<file path="src/rtl/led_pkg.sv">
// Shared types and default constants for the LED fader slice.
package led_pkg;

  typedef enum logic [1:0] {
    OFF  = 2'd0,
    RISE = 2'd1,
    ON   = 2'd2,
    FALL = 2'd3
  } fade_state_t;

  localparam int LED_PWM_BITS = 8;
  localparam int LED_STEP_DIV = 3906;

  function automatic logic is_ramping(input fade_state_t st);
    return (st == RISE) || (st == FALL);
  endfunction

endpackage

</file>
<file path="src/rtl/led_fader_if.sv">
// Signal bundle between the blink counter side and the LED fader.
// LEVEL_IN is a plain level (no handshake): the fader samples it every cycle and
// the outputs are registered levels valid on every cycle after reset.
interface led_fader_if
  import led_pkg::*;
#(
  parameter int PWM_BITS = LED_PWM_BITS
);

  logic                LEVEL_IN;
  logic                LED_PWM;
  logic [PWM_BITS-1:0] BRIGHTNESS;
  logic                BUSY;
  fade_state_t         dbg_state;

  modport master (
    output LEVEL_IN,
    input  LED_PWM,
    input  BRIGHTNESS,
    input  BUSY,
    input  dbg_state
  );

  modport slave (
    input  LEVEL_IN,
    output LED_PWM,
    output BRIGHTNESS,
    output BUSY,
    output dbg_state
  );

endinterface

</file>
<file path="src/rtl/pwm_gen.sv">
// Free-running PWM counter over 0..MAX-1 with a registered (counter < duty) output,
// so duty 0 is always low, duty MAX is always high, and duty d gives d high cycles.
module pwm_gen #(
  parameter int PWM_BITS = 8
) (
  input  logic                CLK,
  input  logic                RST_N,
  input  logic [PWM_BITS-1:0] duty,
  output logic                pwm
);

  localparam logic [PWM_BITS-1:0] P_LAST = {{(PWM_BITS-1){1'b1}}, 1'b0};

  logic [PWM_BITS-1:0] p_q, p_d;
  logic                pwm_q, pwm_d;

  always_comb begin
    p_d   = p_q + PWM_BITS'(1);
    if (p_q == P_LAST) begin
      p_d = '0;
    end
    pwm_d = (p_q < duty);
  end

  always_ff @(posedge CLK) begin
    if (!RST_N) begin
      p_q   <= '0;
      pwm_q <= 1'b0;
    end else begin
      p_q   <= p_d;
      pwm_q <= pwm_d;
    end
  end

  assign pwm = pwm_q;

endmodule

</file>
<file path="src/rtl/led_fader.sv">
// Breathing LED driver: ramps brightness linearly toward the requested level,
// one step every STEP_DIV cycles, and drives the pin through pwm_gen.
module led_fader
  import led_pkg::*;
#(
  parameter int PWM_BITS = LED_PWM_BITS,
  parameter int STEP_DIV = LED_STEP_DIV
) (
  input  logic        CLK,
  input  logic        RST_N,
  led_fader_if.slave  io
);

  localparam int                  S_W    = (STEP_DIV > 1) ? $clog2(STEP_DIV) : 1;
  localparam logic [S_W-1:0]      S_LAST = S_W'(STEP_DIV - 1);
  localparam logic [PWM_BITS-1:0] B_MAX  = '1;

  fade_state_t         state_q, state_d;
  logic                lvl_q, lvl_d;
  logic [PWM_BITS-1:0] b_q, b_d;
  logic [S_W-1:0]      s_q, s_d;
  logic                tick;
  logic [PWM_BITS-1:0] b_inc, b_dec;

  assign tick  = (s_q == S_LAST);
  assign b_inc = b_q + PWM_BITS'(1);
  assign b_dec = b_q - PWM_BITS'(1);
  assign lvl_d = io.LEVEL_IN;

  // The prescaler restarts from zero on every state change so a reversal
  // discards the partial step instead of carrying it into the new direction.
  always_comb begin
    state_d = state_q;
    b_d     = b_q;
    s_d     = '0;
    unique case (state_q)
      OFF: begin
        if (lvl_q) begin
          state_d = RISE;
        end
      end
      RISE: begin
        if (!lvl_q) begin
          state_d = FALL;
        end else if (b_q == B_MAX) begin
          state_d = ON;
        end else if (tick) begin
          b_d = b_inc;
          if (b_inc == B_MAX) begin
            state_d = ON;
          end
        end else begin
          s_d = s_q + S_W'(1);
        end
      end
      ON: begin
        if (!lvl_q) begin
          state_d = FALL;
        end
      end
      FALL: begin
        if (lvl_q) begin
          state_d = RISE;
        end else if (b_q == '0) begin
          state_d = OFF;
        end else if (tick) begin
          b_d = b_dec;
          if (b_dec == '0) begin
            state_d = OFF;
          end
        end else begin
          s_d = s_q + S_W'(1);
        end
      end
      default: begin
        state_d = OFF;
      end
    endcase
  end

  always_ff @(posedge CLK) begin
    if (!RST_N) begin
      state_q <= OFF;
      lvl_q   <= 1'b0;
      b_q     <= '0;
      s_q     <= '0;
    end else begin
      state_q <= state_d;
      lvl_q   <= lvl_d;
      b_q     <= b_d;
      s_q     <= s_d;
    end
  end

  pwm_gen #(
    .PWM_BITS (PWM_BITS)
  ) u_pwm (
    .CLK   (CLK),
    .RST_N (RST_N),
    .duty  (b_q),
    .pwm   (io.LED_PWM)
  );

  assign io.BRIGHTNESS = b_q;
  assign io.BUSY       = is_ramping(state_q);
  assign io.dbg_state  = state_q;

endmodule

</file>
<file path="src/flat_wrapper.sv">
// flat-port wrapper written by rule: the top's interface ports become plain ports
module led_fader_flat import led_pkg::*;
#(
  parameter int PWM_BITS = LED_PWM_BITS,
  parameter int STEP_DIV = LED_STEP_DIV
)
  (CLK, RST_N, io_LEVEL_IN, io_LED_PWM, io_BRIGHTNESS, io_BUSY, io_dbg_state);
  led_fader_if #(.PWM_BITS(PWM_BITS)) io_i ();
  input  logic CLK;
  input  logic RST_N;
  input wire logic [$bits(io_i.LEVEL_IN)-1:0] io_LEVEL_IN;
  output wire logic [$bits(io_i.LED_PWM)-1:0] io_LED_PWM;
  output wire logic [$bits(io_i.BRIGHTNESS)-1:0] io_BRIGHTNESS;
  output wire logic [$bits(io_i.BUSY)-1:0] io_BUSY;
  output wire logic [$bits(io_i.dbg_state)-1:0] io_dbg_state;
  assign io_i.LEVEL_IN = io_LEVEL_IN;
  assign io_LED_PWM = io_i.LED_PWM;
  assign io_BRIGHTNESS = io_i.BRIGHTNESS;
  assign io_BUSY = io_i.BUSY;
  assign io_dbg_state = io_i.dbg_state;
  led_fader #(.PWM_BITS(PWM_BITS), .STEP_DIV(STEP_DIV)) u_core (.CLK(CLK), .RST_N(RST_N), .io(io_i));
endmodule
</file>
<file path="config.mk">
export PLATFORM = sky130hd
export DESIGN_NAME = led_fader_flat
export DESIGN_NICKNAME = d
export VERILOG_FILES = /design/src/rtl/led_pkg.sv /design/src/rtl/led_fader_if.sv /design/src/rtl/pwm_gen.sv /design/src/rtl/led_fader.sv /design/src/flat_wrapper.sv
export SDC_FILE = /design/constraint.sdc
export NUM_CORES = 1
export LEC_CHECK = 0
export BUFFER_PORTS_ARGS = -buffer_cell sky130_fd_sc_hd__buf_2
export CAP_MARGIN = 25
export CORE_MARGIN = 4
export CORE_UTILIZATION = 46
export CTS_CLUSTER_SIZE = 20
export DETAILED_ROUTE_END_ITERATION = 10
export PLACE_DENSITY_LB_ADDON = 0.1
export SYNTH_ARGS = -nofsm -noshare
export SYNTH_HDL_FRONTEND = slang
export SYNTH_HIERARCHICAL = 1
export SYNTH_SLANG_ARGS = --single-unit
</file>
<file path="constraint.sdc">
create_clock -name CLK -period 3.65 [get_ports CLK]
set_input_delay 0.73 -clock CLK [delete_from_list [all_inputs] [get_ports CLK]]
set_output_delay 0.73 -clock CLK [all_outputs]
set_load 0.02 [all_outputs]
</file>
==> results of run 1 <==
[critical path, stage by stage (launching register included)]
cell	delay, ns
dfxtp_1	0.42
inv_1	0.15
ha_1	0.27
nor4b_1	0.35
a21oi_1	0.16
o211ai_1	0.74
nor2_1	0.14
[logic make-up after synthesis]
| group | share of synthesized area [%] |
|---|---|
| adders and majority gates | 12.17 |
| xor gates and xnor gates | 8.095 |
| muxes | 0.4869 |
| buffers and inverters | 6.025 |
| and+or+nand+nor | 27.08 |
| AOI/OAI and AO/OA | 14.97 |
| DFF | 31.16 |
[Yosys cell counts, drive strengths merged (2+ instances only)]
cell,n
inv,17
a21oi,10
nor4,3
nor4b,4
o221a,2
xor2,15
dfxtp,32
and3,6
o22ai,3
nand4,6
nand3,16
buf,7
nand2b,5
nor3b,2
nor2,27
a211oi,2
o21ai,10
or3,2
nor3,2
ha,20
xnor2,4
and2,3
a2111oi,2
nor2b,3
a31oi,3
o211ai,2
nand2,17
[worst paths after layout]
kind,slack [ns],depth (start not counted),to
setup / recovery,1.27,6,u_core/s_q[8]
hold / removal,0.48,1,u_core/u_pwm/p_q[0]
setup reg to reg,1.27,6,u_core/s_q[8]
hold reg to reg,0.48,1,u_core/u_pwm/p_q[0]
[power breakdown]
group / switching, mW / internal (mW)
registers: 0.0198 / 0.366
clock network: 0.125 / 0.150
logic: 0.116 / 0.0791
[cell type report]
| type | count | area (sq um) | share of cell area (%) |
|---|---|---|---|
| repair buffers | 14 | 70.07 | 3.151 |
| well taps | 52 | 65.06 | 2.926 |
| inverters | 17 | 63.81 | 2.870 |
| flip-flops and latches | 32 | 640.6 | 28.81 |
| multi-input cells | 185 | 1291 | 58.08 |
| clock buffers | 6 | 82.58 | 3.714 |
| clock inverters | 2 | 10.01 | 0.4502 |
[per-layer routing]
layer  GRT usage (%)  up-vias  wire, microns
li1                -      881              -
met1           22.53      777           2073
met2           26.40       33           1877
met3           4.005       13            164
met4           8.103        0            132
met5               0        -              0
[sequential cells by signal, indices dropped and copies added, names as in the netlist]
name                  cells
u_core/s_q               12
u_core/io.dbg_state       2
u_core/lvl_q              1
u_core/io.BRIGHTNESS      8
u_core/u_pwm/pwm          1
u_core/u_pwm/p_q          8
[per-stage QoR]
step           worst slack (ns)  std cells
2_1_floorplan             1.583        242
3_3_place_gp              1.346        300
3_5_place_dp              1.239        300
4_1_cts                   1.233        308
5_1_grt                  0.9351        308
6_report                  1.267        308
[cell usage in the layout, fill, tap and decap left out, types with 2 or more instances in the layout]
cell        n
a31oi_1     3
buf_2      14
and3_2      2
o21ai_1     5
nor4_1      2
ha_1       20
a211oi_1    2
nand4_1     5
nand2_1    17
nand3_1    15
or3_1       2
clkbuf_8    6
nor4b_1     4
clkinv_2    2
o21ai_0     5
nor2b_1     3
and3_1      4
o221a_2     2
nor3b_1     2
nor3_1      2
dfxtp_1    32
o22ai_1     3
xor2_1     15
a21oi_1     9
o211ai_1    2
nand2b_1    5
a2111oi_0   2
and2_1      3
nor2_1     27
xnor2_1     4
inv_1      17
==> flow_metrics.env, run 1 <==
export IMPL_outcome="finished, final reports clean"
export IMPL_hpwl_microns=3173
export IMPL_grt_overflow_total=0
export IMPL_setup_tns_ns=0
export IMPL_cts_root_buf="clkbuf_8"
export IMPL_ant_nets=0
export IMPL_async_reset_ff_share_pct=0
export IMPL_p_leak_nw=0.8502
export IMPL_dr_pass1_iters=4
export IMPL_cp_start_kind="flop"
export IMPL_cts_hold_buf=0
export IMPL_cts_buffer_depth=2
export IMPL_antenna_cells=0
export IMPL_rows=24
export IMPL_period_needed_ns=2.383
export IMPL_cp_data_required_time_ns=3.78
export IMPL_maxCapViolCount=0
export IMPL_fin_area_sq_um=2223
export IMPL_p_total_mw=0.8568
export IMPL_syn2layout_area_growth_pct=8.156
export IMPL_startpoint="u_core/io.BRIGHTNESS[0]"
export IMPL_slew_violations=0
export IMPL_hold_start="u_core/u_pwm/p_q[0]"
export IMPL_wl_per_cell_microns=13.79
export IMPL_final_nets=278
export IMPL_via_count=1704
export IMPL_clk_latency_ns=0.28
export IMPL_yosys_area_top_type="dfxtp_1"
export IMPL_hold_viol_final=0
export IMPL_avgSynthCellArea_sq_um=8.495
export IMPL_post_dp_cell_area_sq_um=2131
export IMPL_via_per_inst=5.532
export IMPL_synth_cell_types=52
export IMPL_dr_first_iter_drc_count=121
export IMPL_drive_above_1_share_pct=13.67
export IMPL_p_per_area_nw_per_um2=385.3
export IMPL_grt_usage_pct=17.13
export IMPL_rsz0062_at_grt="false"
export IMPL_synth_warnings=6
export IMPL_fin_crit_sh_pct=65.30
export IMPL_synthTopCellsByArea="dfxtp_1, ha_1, xor2_1"
export IMPL_synth_enable_flop_cells=0
export IMPL_grt_pass1_wl_microns=7424
export IMPL_postRouteWirelength_microns=4247
export IMPL_grt_max_degree=16
export IMPL_hold_path_class="flop to flop"
export IMPL_place_congestion=0.7905
export IMPL_clk_pin_slew_ns=0.07
export IMPL_ios=15
export IMPL_synthCells=242
export IMPL_die_area_sq_um=5603
export IMPL_grt_pass1_vias=1616
export IMPL_r2r_start="u_core/io.BRIGHTNESS[0]"
export IMPL_synthesis_area_sq_um=2056
export IMPL_arrival_ns=2.51
export IMPL_grt_antenna_before_repair=0
export IMPL_ir_worst_vdd_mv=0.1803
export IMPL_fp_dieH_microns=74.85
export IMPL_fillers=435
export IMPL_io_buffer_count=14
export IMPL_synth_ff_type="dfxtp_1"
export IMPL_core_area_sq_um=4354
export IMPL_crit_path_max_fanout=12
export IMPL_final_util_pct=51.06
export IMPL_fin_worst_skew_ns=0.003128
export IMPL_max_freq_mhz=419.6
export IMPL_htreeDepth=2
export IMPL_cts_inserted_buffers=5
export IMPL_max_slew_margin_pct=39.58
export IMPL_seq_area_frac_synth_pct=31.16
export IMPL_finalSetupViolCount=0
export IMPL_syn_nets=265
export IMPL_die_x_microns=74.85
export IMPL_cts_sinks=32
export IMPL_cts_tree="yes"
export IMPL_ys_ff_latch=32
export IMPL_end_kind="flop"
export IMPL_worstSetupPathType="flop to flop"
export IMPL_cts_resized=0
export IMPL_post_cts_buffers=0
export IMPL_yosys_area_top_type_share_pct=31.16
export IMPL_tightest_slew_ns=0.9023
export IMPL_initial_utilization_pct=47.21
export IMPL_drc=0
export IMPL_timing_hold_ws_ns=0.4763
Note: power is estimated with default switching activity, not from simulation.
==> run 2, diff against run 1 <==
==> constraint.sdc (replaced) <==
create_clock -name CLK -period 2.45 [get_ports CLK]
set_input_delay 0.49 -clock CLK [delete_from_list [all_inputs] [get_ports CLK]]
set_output_delay 0.49 -clock CLK [all_outputs]
set_load 0.02 [all_outputs]
==> flow_metrics.env, run 2 (same netlist as run 1, synthesis figures left out) <==
export IMPL_r2r_cells=8
export IMPL_cp_start_kind="flop"
export IMPL_largest_reg_flops=12
export IMPL_period_needed_ns=2.188
export IMPL_cts_inserted_buffers=5
export IMPL_grt_pass1_vias=1625
export IMPL_grt_pass1_wl_microns=7279
export IMPL_fp_dieH_microns=74.85
export IMPL_dr_pass1_iters=4
export IMPL_holdPathStages=2
export IMPL_cts_root_buf="clkbuf_8"
export IMPL_maxCapViolCount=0
export IMPL_ant_nets=0
export IMPL_wl_met1_microns=2121
export IMPL_r2r_start="u_core/io.BRIGHTNESS[1]"
export IMPL_layout_common_cells="dfxtp_1, nor2_1, ha_1, inv_1, nand2_1"
export IMPL_hold_path_class="input pin to flop"
export IMPL_io_buffer_count=14
export IMPL_layout_commonest_cell="dfxtp_1"
export IMPL_post_cts_buffers=0
export IMPL_drive_above_1_share_pct=15.21
export IMPL_hold_start="io_LEVEL_IN"
export IMPL_highest_layer="met4"
export IMPL_cp_data_required_time_ns=2.61
export IMPL_arrival_ns=2.35
export IMPL_grt_usage_pct=16.69
export IMPL_pwr_share_seq_pct=45.0
export IMPL_wl_met3_microns=160
export IMPL_end_kind="flop"
export IMPL_clockPowerShare_pct=32.1
export IMPL_fin_area_sq_um=2273
export IMPL_die_x_microns=74.85
export IMPL_sw_frac_of_total_pct=29.47
export IMPL_ir_worst_vdd_mv=0.2834
export IMPL_regMostFlops="u_core/s_q"
export IMPL_place_congestion=0.8906
export IMPL_hold_viol_final=0
export IMPL_clk_pin_slew_ns=0.06
export IMPL_max_slew_margin_pct=59.18
export IMPL_htreeDepth=2
export IMPL_rsz0062_at_grt="false"
export IMPL_crit_path_max_fanout=10
export IMPL_min_to="u_core/lvl_q"
export IMPL_dr_first_iter_drc_count=103
export IMPL_fin_crit_sh_pct=89.31
export IMPL_cts_resized=0
export IMPL_tightest_slew_ns=0.5969
export IMPL_wl_per_cell_microns=13.10
export IMPL_postRouteWirelength_microns=4127
export IMPL_cts_buffer_depth=2
export IMPL_syn2layout_area_growth_pct=10.59
export IMPL_clk_latency_ns=0.28
export IMPL_finalSetupViolCount=0
export IMPL_rows=24
export IMPL_drc=0
export IMPL_via_count=1703
export IMPL_ff2ff_setup_slack_ns=0.26
export IMPL_hpwl_microns=3060
export IMPL_wl_met2_microns=1764
export IMPL_p_per_area_nw_per_um2=558.0
export IMPL_setup_tns_ns=0
export IMPL_switchingPower_mw=0.3739
export IMPL_cts_hold_buf=0
export IMPL_slew_violations=0
export IMPL_cts_sinks=32
export IMPL_antenna_cells=0
export IMPL_outcome="finished, final reports clean"
export IMPL_internal_power_mw=0.8948
export IMPL_via_per_inst=5.406
export IMPL_final_nets=285
export IMPL_grt_max_degree=14
export IMPL_r2r_end="u_core/io.BRIGHTNESS[7]"
export IMPL_grt_antenna_before_repair=0
export IMPL_grt_overflow_total=0
export IMPL_core_area_sq_um=4354
export IMPL_die_area_sq_um=5603
export IMPL_p_leak_nw=0.8804
export IMPL_p_comb_share_pct=22.9
export IMPL_max_freq_mhz=457.0
export IMPL_fin_worst_skew_ns=0.004640
export IMPL_final_util_pct=52.21
export IMPL_worstSetupPathType="flop to flop"
export IMPL_cts_tree="yes"
export IMPL_post_dp_cell_area_sq_um=2183
export IMPL_initial_utilization_pct=47.21
export IMPL_ios=15
[run 2: power by group through the flow]
stage / combinational, mW / sequential [mW] / clock (mW)
global route: 0.327 / 0.577 / 0.452
global placement: 0.297 / 0.583 / 0
finish: 0.291 / 0.571 / 0.407
detailed placement: 0.292 / 0.583 / 0
floorplan: 0.213 / 0.600 / 0
CTS: 0.295 / 0.571 / 0.433
[run 2: through the flow]
step | hold slack, ns | worst slack [ns] | std cells | power [mW]
floorplan | 0.4413 | 0.3831 | 242 | 0.8126
global placement | 0.4643 | 0.3814 | 307 | 0.8795
detailed placement | 0.4682 | 0.3031 | 307 | 0.8748
CTS | 0.4040 | 0.2838 | 315 | 1.300
global route | 0.4262 | 0.06814 | 315 | 1.356
finish | 0.4174 | 0.2619 | 315 | 1.269
[run 2: how the worst max path moves through the flow]
stage	startpoint	to	slack, ns
5_1_grt	u_core/io.BRIGHTNESS[1]	u_core/io.BRIGHTNESS[7]	0.07
4_1_cts	u_core/io.BRIGHTNESS[1]	u_core/io.BRIGHTNESS[7]	0.28
2_1_floorplan	u_core/io.BRIGHTNESS[0]	u_core/io.BRIGHTNESS[7]	0.38
6_report	u_core/io.BRIGHTNESS[1]	u_core/io.BRIGHTNESS[7]	0.26
3_5_place_dp	u_core/io.BRIGHTNESS[1]	u_core/io.BRIGHTNESS[7]	0.30
3_3_place_gp	u_core/io.BRIGHTNESS[1]	u_core/io.BRIGHTNESS[7]	0.38
[run 2: layer usage]
layer / vias up / track usage, %
met5: - / 0
met4: 0 / 8.893
met3: 6 / 4.272
met2: 31 / 23.40
met1: 772 / 23.26
li1: 894 / -
[run 2: cell type report]
class | instances | area, sq um
Fill cell | 425 | 2081
Timing Repair Buffer | 21 | 122.6
Clock buffer | 8 | 90.09
Sequential cell | 32 | 640.6
Inverter | 17 | 63.81
Multi-Input combinational cell | 185 | 1291
Tap cell | 52 | 65.06
[run 2: critical path, cell delays in order (launching register included)]
cell	delay, ns
dfxtp_1	0.52
inv_1	0.15
ha_1	0.25
nor4b_1	0.17
a211oi_1	0.27
o21ba_1	0.34
nor2b_1	0.20
xnor2_1	0.13
nor2_1	0.05
